[src/rtl/cpu_pkg.sv]
// Shared register-file types for decode, regfile and writeback stages.
package cpu_pkg;

    localparam int unsigned CPU_N = 32;
    localparam int unsigned CPU_M = 3;

    typedef logic [CPU_M-1:0] reg_addr_t;
    typedef logic [CPU_N-1:0] reg_data_t;

    localparam reg_addr_t ZERO_ADDR = '0;

endpackage

[src/rtl/sb_bits.sv]
// Scoreboard: one busy bit per register, issue acceptance and busy count.
module sb_bits
    import cpu_pkg::*;
#(
    parameter int unsigned M        = CPU_M,
    parameter bit          ZERO_REG = 1'b1
) (
    input  logic              clk,
    input  logic              rst,
    input  logic              i_wr_en,
    input  logic [M-1:0]      i_wr_addr,
    input  logic              i_iss_en,
    input  logic [M-1:0]      i_iss_addr,
    output logic              o_iss_ok,
    output logic [2**M-1:0]   o_busy_nxt,
    output logic [M:0]        o_busy_cnt
);

    localparam int unsigned NREG = 2**M;

    logic [NREG-1:0] r_busy;
    logic [M:0]      r_busy_cnt;
    logic [M:0]      w_cnt;
    logic            w_zero_iss;

    // A matching writeback frees the register in the same cycle it is re-reserved.
    assign w_zero_iss = ZERO_REG & (i_iss_addr == M'(ZERO_ADDR));
    assign o_iss_ok   = i_iss_en & (w_zero_iss | ~r_busy[i_iss_addr]
                                    | (i_wr_en & (i_wr_addr == i_iss_addr)));

    // Issue is applied after the write so a new producer keeps the bit set.
    always_comb begin
        o_busy_nxt = r_busy;
        if (i_wr_en) begin
            o_busy_nxt[i_wr_addr] = 1'b0;
        end
        if (o_iss_ok) begin
            o_busy_nxt[i_iss_addr] = 1'b1;
        end
        if (ZERO_REG) begin
            o_busy_nxt[0] = 1'b0;
        end
    end

    always_comb begin
        w_cnt = '0;
        for (int unsigned i = 0; i < NREG; i++) begin
            w_cnt = w_cnt + (M+1)'(o_busy_nxt[i]);
        end
    end

    always_ff @(posedge clk or posedge rst) begin
        if (rst) begin
            r_busy     <= '0;
            r_busy_cnt <= '0;
        end else begin
            r_busy     <= o_busy_nxt;
            r_busy_cnt <= w_cnt;
        end
    end

    assign o_busy_cnt = r_busy_cnt;

endmodule

[src/rtl/regfile_sb.sv]
// Register file with R registered read ports, write bypass, optional hard-zero
// r0, and an integrated busy scoreboard for hazard detection at decode.
module regfile_sb
    import cpu_pkg::*;
#(
    parameter int unsigned N        = CPU_N,
    parameter int unsigned M        = CPU_M,
    parameter int unsigned R        = 2,
    parameter bit          ZERO_REG = 1'b1
) (
    input  logic            clk,
    input  logic            rst,
    input  logic [R*M-1:0]  i_rd_addr,
    output logic [R*N-1:0]  o_rd_data,
    output logic [R-1:0]    o_rd_busy,
    input  logic            i_wr_en,
    input  logic [M-1:0]    i_wr_addr,
    input  logic [N-1:0]    i_wr_data,
    input  logic            i_iss_en,
    input  logic [M-1:0]    i_iss_addr,
    output logic            o_iss_ok,
    output logic [M:0]      o_busy_cnt
);

    localparam int unsigned NREG = 2**M;

    logic [N-1:0]    r_regs    [NREG];
    logic [N-1:0]    r_rd_data [R];
    logic [R-1:0]    r_rd_busy;
    logic [N-1:0]    w_rd_val  [R];
    logic [R-1:0]    w_rd_busy;
    logic [NREG-1:0] w_busy_nxt;
    logic            w_wr_ok;

    assign w_wr_ok = i_wr_en & ~(ZERO_REG & (i_wr_addr == M'(ZERO_ADDR)));

    sb_bits #(
        .M        (M),
        .ZERO_REG (ZERO_REG)
    ) u_sb_bits (
        .clk        (clk),
        .rst        (rst),
        .i_wr_en    (i_wr_en),
        .i_wr_addr  (i_wr_addr),
        .i_iss_en   (i_iss_en),
        .i_iss_addr (i_iss_addr),
        .o_iss_ok   (o_iss_ok),
        .o_busy_nxt (w_busy_nxt),
        .o_busy_cnt (o_busy_cnt)
    );

    // Each port sees the post-write view: same-cycle write data is forwarded.
    for (genvar k = 0; k < R; k++) begin : g_rd
        logic [M-1:0] w_addr;
        assign w_addr        = i_rd_addr[k*M +: M];
        assign w_rd_val[k]   = (w_wr_ok && (i_wr_addr == w_addr)) ? i_wr_data : r_regs[w_addr];
        assign w_rd_busy[k]  = w_busy_nxt[w_addr];
        assign o_rd_data[k*N +: N] = r_rd_data[k];
    end

    always_ff @(posedge clk or posedge rst) begin
        if (rst) begin
            for (int unsigned i = 0; i < NREG; i++) begin
                r_regs[i] <= '0;
            end
        end else if (w_wr_ok) begin
            r_regs[i_wr_addr] <= i_wr_data;
        end
    end

    always_ff @(posedge clk or posedge rst) begin
        if (rst) begin
            for (int unsigned k = 0; k < R; k++) begin
                r_rd_data[k] <= '0;
            end
            r_rd_busy <= '0;
        end else begin
            for (int unsigned k = 0; k < R; k++) begin
                r_rd_data[k] <= w_rd_val[k];
            end
            r_rd_busy <= w_rd_busy;
        end
    end

    assign o_rd_busy = r_rd_busy;

endmodule

[config.mk]
export PLATFORM = sky130hd
export DESIGN_NAME = regfile_sb
export DESIGN_NICKNAME = d
export VERILOG_FILES = /design/src/rtl/cpu_pkg.sv /design/src/rtl/sb_bits.sv /design/src/rtl/regfile_sb.sv
export SDC_FILE = /design/constraint.sdc
export NUM_CORES = 1
export LEC_CHECK = 0
export ABC_AREA = 1
export CAP_MARGIN = 15
export CORE_MARGIN = 3
export CORE_UTILIZATION = 55
export CTS_BUF_LIST = sky130_fd_sc_hd__clkbuf_2
export DETAILED_ROUTE_END_ITERATION = 12
export DONT_BUFFER_PORTS = 1
export PLACE_DENSITY = 0.7
export SYNTH_ARGS = -nofsm -noshare
export SYNTH_HDL_FRONTEND = slang
export SYNTH_SLANG_ARGS = --single-unit
[constraint.sdc]
create_clock -name clk -period 36 [get_ports clk]
set_clock_uncertainty 0.1 [all_clocks]
set_input_delay 9 -clock clk [delete_from_list [all_inputs] [get_ports clk]]
set_output_delay 9 -clock clk [all_outputs]
set_load 0.03 [all_outputs]
==> reports/qor.txt <==
Synth async-reset ratio: 1.00
Footprint of the multi-input gates: 0.00630 mm^2
WL/cell: 20.3 um
Share of cells above drive strength 1: 0.0979
Die ar.: 0.0305 mm^2
FF+latch count, synth: 333
Global Route Usage Sum: 0.291
Switching power: 0.000316 W
Unrepaired setup endpoints after global routing: no
Max frequency: 0.0529 GHz
Placeable core area: 0.0279 mm^2
Post-Syn Instances: 1,830
Setup TNS: 0 ns
Synthesized net count: 1,885
Crit. End Element: primary output
Register area: 0.00833 mm^2
Internal power component: 0.000597 W
DRT iter0 DRCs: 1,385
Area after DPL: 0.0155 mm^2
Root Driver: clkbuf_2
Num CTS Buffers: 84
P_leak: 7.43 nW
Buffers inserted during post-CTS setup optimization: 0
H-Tree Depth: 3
First-pass GRT wire length: 71.7 mm
Initial antenna violation count: 1
Hold WC Path Type: flip-flop to flip-flop
Clock share of power: 0.284
Largest net degree at the start of global routing: 142
Number of synthesized flops with an enable pin: 0
Register area share after synthesis: 0.532
Final antenna-violating net count: 0
DRT Pass-1 Iters: 6
Final RePlAce weighted congestion: 0.844
# nets final: 1,809
CTS tree: yes
CP required: 26.90 ns
Crit path max fanout: 8
IO Count: 119
Via Count: 13.6k
Final core occ: 0.585
Relative slew slack: 0.142
Clock Sinks: 333
Hold Fails Final Rpt: 0
Synth unique cells: 38
Fin crit share: 0.525
Clk buf depth: 3
Grt ovf: 0
Final instance area: 0.0163 mm^2
Kind of critical path: input pin to primary output
Warnings, synthesis: 0
DRC: 0
Status: complete, no violations
HPWL Detailed: 22.4 mm
Most frequent cell after synthesis: o21ai_0
Top post-synthesis cells by area: dfrtp_1 (53%), o21ai_0 (12%), nand2_1 (6.6%), a221oi_1 (5.3%), nor2_1 (4.2%)
FILL cells: 2,589
# port buffers: 0
Synth area leader: dfrtp_1
Post-synth top area share: 0.532
Die Y: 175 um
Initial core utilization: 0.561
Sequential Power Share: 0.558
Max-Cap Viols: 0
P&R area growth vs syn: 4.33%
Crit path DAT: 9.81 ns
Worst slew pin tran: 1.29 ns
Final wirelength: 44.7 mm
Rows: 61
Top cells by count, synth: o21ai_0 (391), dfrtp_1 (333), nand2_1 (275)
Post-CTS Resized: 0
Comb pwr share: 0.159
Worst ir drop on vdd: 0.0000276 V
Mean area per synthesized cell: 8.56 um^2
PwrDens: 55.9 mW/mm^2
Top FF cell, synth: dfrtp_1
Vias per cell: 6.19
Vias in the first global route: 13.7k
Synth Cell Area: 0.0157 mm^2
Die Span X: 175 um
Setup violation total in the final timing report: 0
Post-cts hold buffer count: 0
Switching Share: 0.346
Slew Limit Fails: 0
CP startpoint kind: input pin
Clock Latency Late Sink: 0.89 ns
Crit path time final: 18.91 ns
Clock slew at reported path FFs: 0.08 ns
## final cells by class
cell class	count	share of cell area
inverter	76	0.0183
clock buffer	120	0.0368
timing repair buffer	19	0.00873
sequential	333	0.510
multi-input combinational	1240	0.386
antenna	2	0.000306
tap	378	0.0290
clock inverter	30	0.0110
## flip-flops by register name (all words and copies together), names as in the netlist
name,flops
o_rd_busy,2
o_rd_data,64
r_regs,256
u_sb_bits.o_busy_cnt,4
u_sb_bits.r_busy,7
## layout by cell type (no fill, tap or decap), types with 2 or more instances in the layout
cell type,Yosys,layout
buf_4,2,19
nor3_1,2,2
clkbuf_2,3,120
o22ai_1,11,11
inv_2,4,5
nand2_1,275,270
bufinv_16,0,2
inv_1,71,68
nand2_2,4,9
nand3_2,3,3
o211ai_1,14,14
nor2_1,175,172
clkinvlp_4,0,2
a21oi_1,49,49
o21ai_1,108,108
dfrtp_1,333,333
o21ai_0,391,391
diode_2,0,2
fa_1,3,3
nand3_1,82,82
o221ai_1,9,9
clkinv_2,0,3
a22oi_1,2,2
nor2_4,0,4
a221oi_1,95,95
clkinv_1,0,23
xnor2_1,3,3
ha_1,4,4
## per-layer routing
metal | global-route usage | up-vias | part of all wire
li1 | - | 6228 | -
met1 | 0.379 | 6548 | 0.41
met2 | 0.473 | 731 | 0.48
met3 | 0.0621 | 107 | 0.086
met4 | 0.131 | 0 | 0.026
met5 | 0 | - | 0
## cell families after synthesis
| logic type | share of synthesized area |
|---|---|
| adder cells (fa/ha/maj) | 0.00703 |
| flip-flops | 0.532 |
| AO/OA/AOI/OAI | 0.250 |
| AND/OR/NAND/NOR | 0.140 |
| XOR/XNOR | 0.00224 |
| buffers and inverters | 0.0678 |
## worst max-delay path, cell delays in order
cell and delay, ns:
nand2_1 0.08, inv_1 0.06, nand2_2 0.06, nand2_2 0.06, o21ai_4 0.26, nand2_1 0.08
inv_1 0.21
## power by group through the flow
| stage | Combinational (W) | Clock [W] | Sequential, W |
|---|---|---|---|
| after detailed placement | 0.000145 | 0 | 0.000514 |
| after CTS | 0.000146 | 0.000266 | 0.000508 |
| final | 0.000145 | 0.000259 | 0.000509 |
| after global routing | 0.000170 | 0.000287 | 0.000517 |
| after floorplan | 0.000120 | 0 | 0.000504 |
| after global placement | 0.000140 | 0 | 0.000513 |
## path summary, 6_finish.rpt
path / from / to / slack [ns] / cells after the start
setup / recovery: i_iss_addr[1] / o_iss_ok / 17.09 / 7
hold / removal: r_regs[255] / r_regs[255] / 0.31 / 0
setup reg to reg: u_sb_bits.r_busy[4] / u_sb_bits.o_busy_cnt[2] / 32.51 / 16
hold reg to reg: r_regs[255] / r_regs[255] / 0.31 / 0
max in group asynchronous: rst / o_rd_data[51] / 25.40 / 3
min in group asynchronous: rst / r_regs[100] / 8.03 / 1
## stage by stage
| stage | hold slack, ns | cells | setup WS [ns] | total power [W] |
|---|---|---|---|---|
| 2_1_floorplan | 0.351 | 1830 | 17.05 | 0.000624 |
| 3_3_place_gp | 0.285 | 2046 | 17.12 | 0.000653 |
| 3_5_place_dp | 0.289 | 2046 | 17.10 | 0.000660 |
| 4_1_cts | 0.312 | 2196 | 17.09 | 0.000919 |
| 5_1_grt | 0.330 | 2198 | 16.99 | 0.000974 |
| 6_report | 0.311 | 2198 | 17.09 | 0.000913 |
No activity file was read; power rests on OpenSTA's default activity.
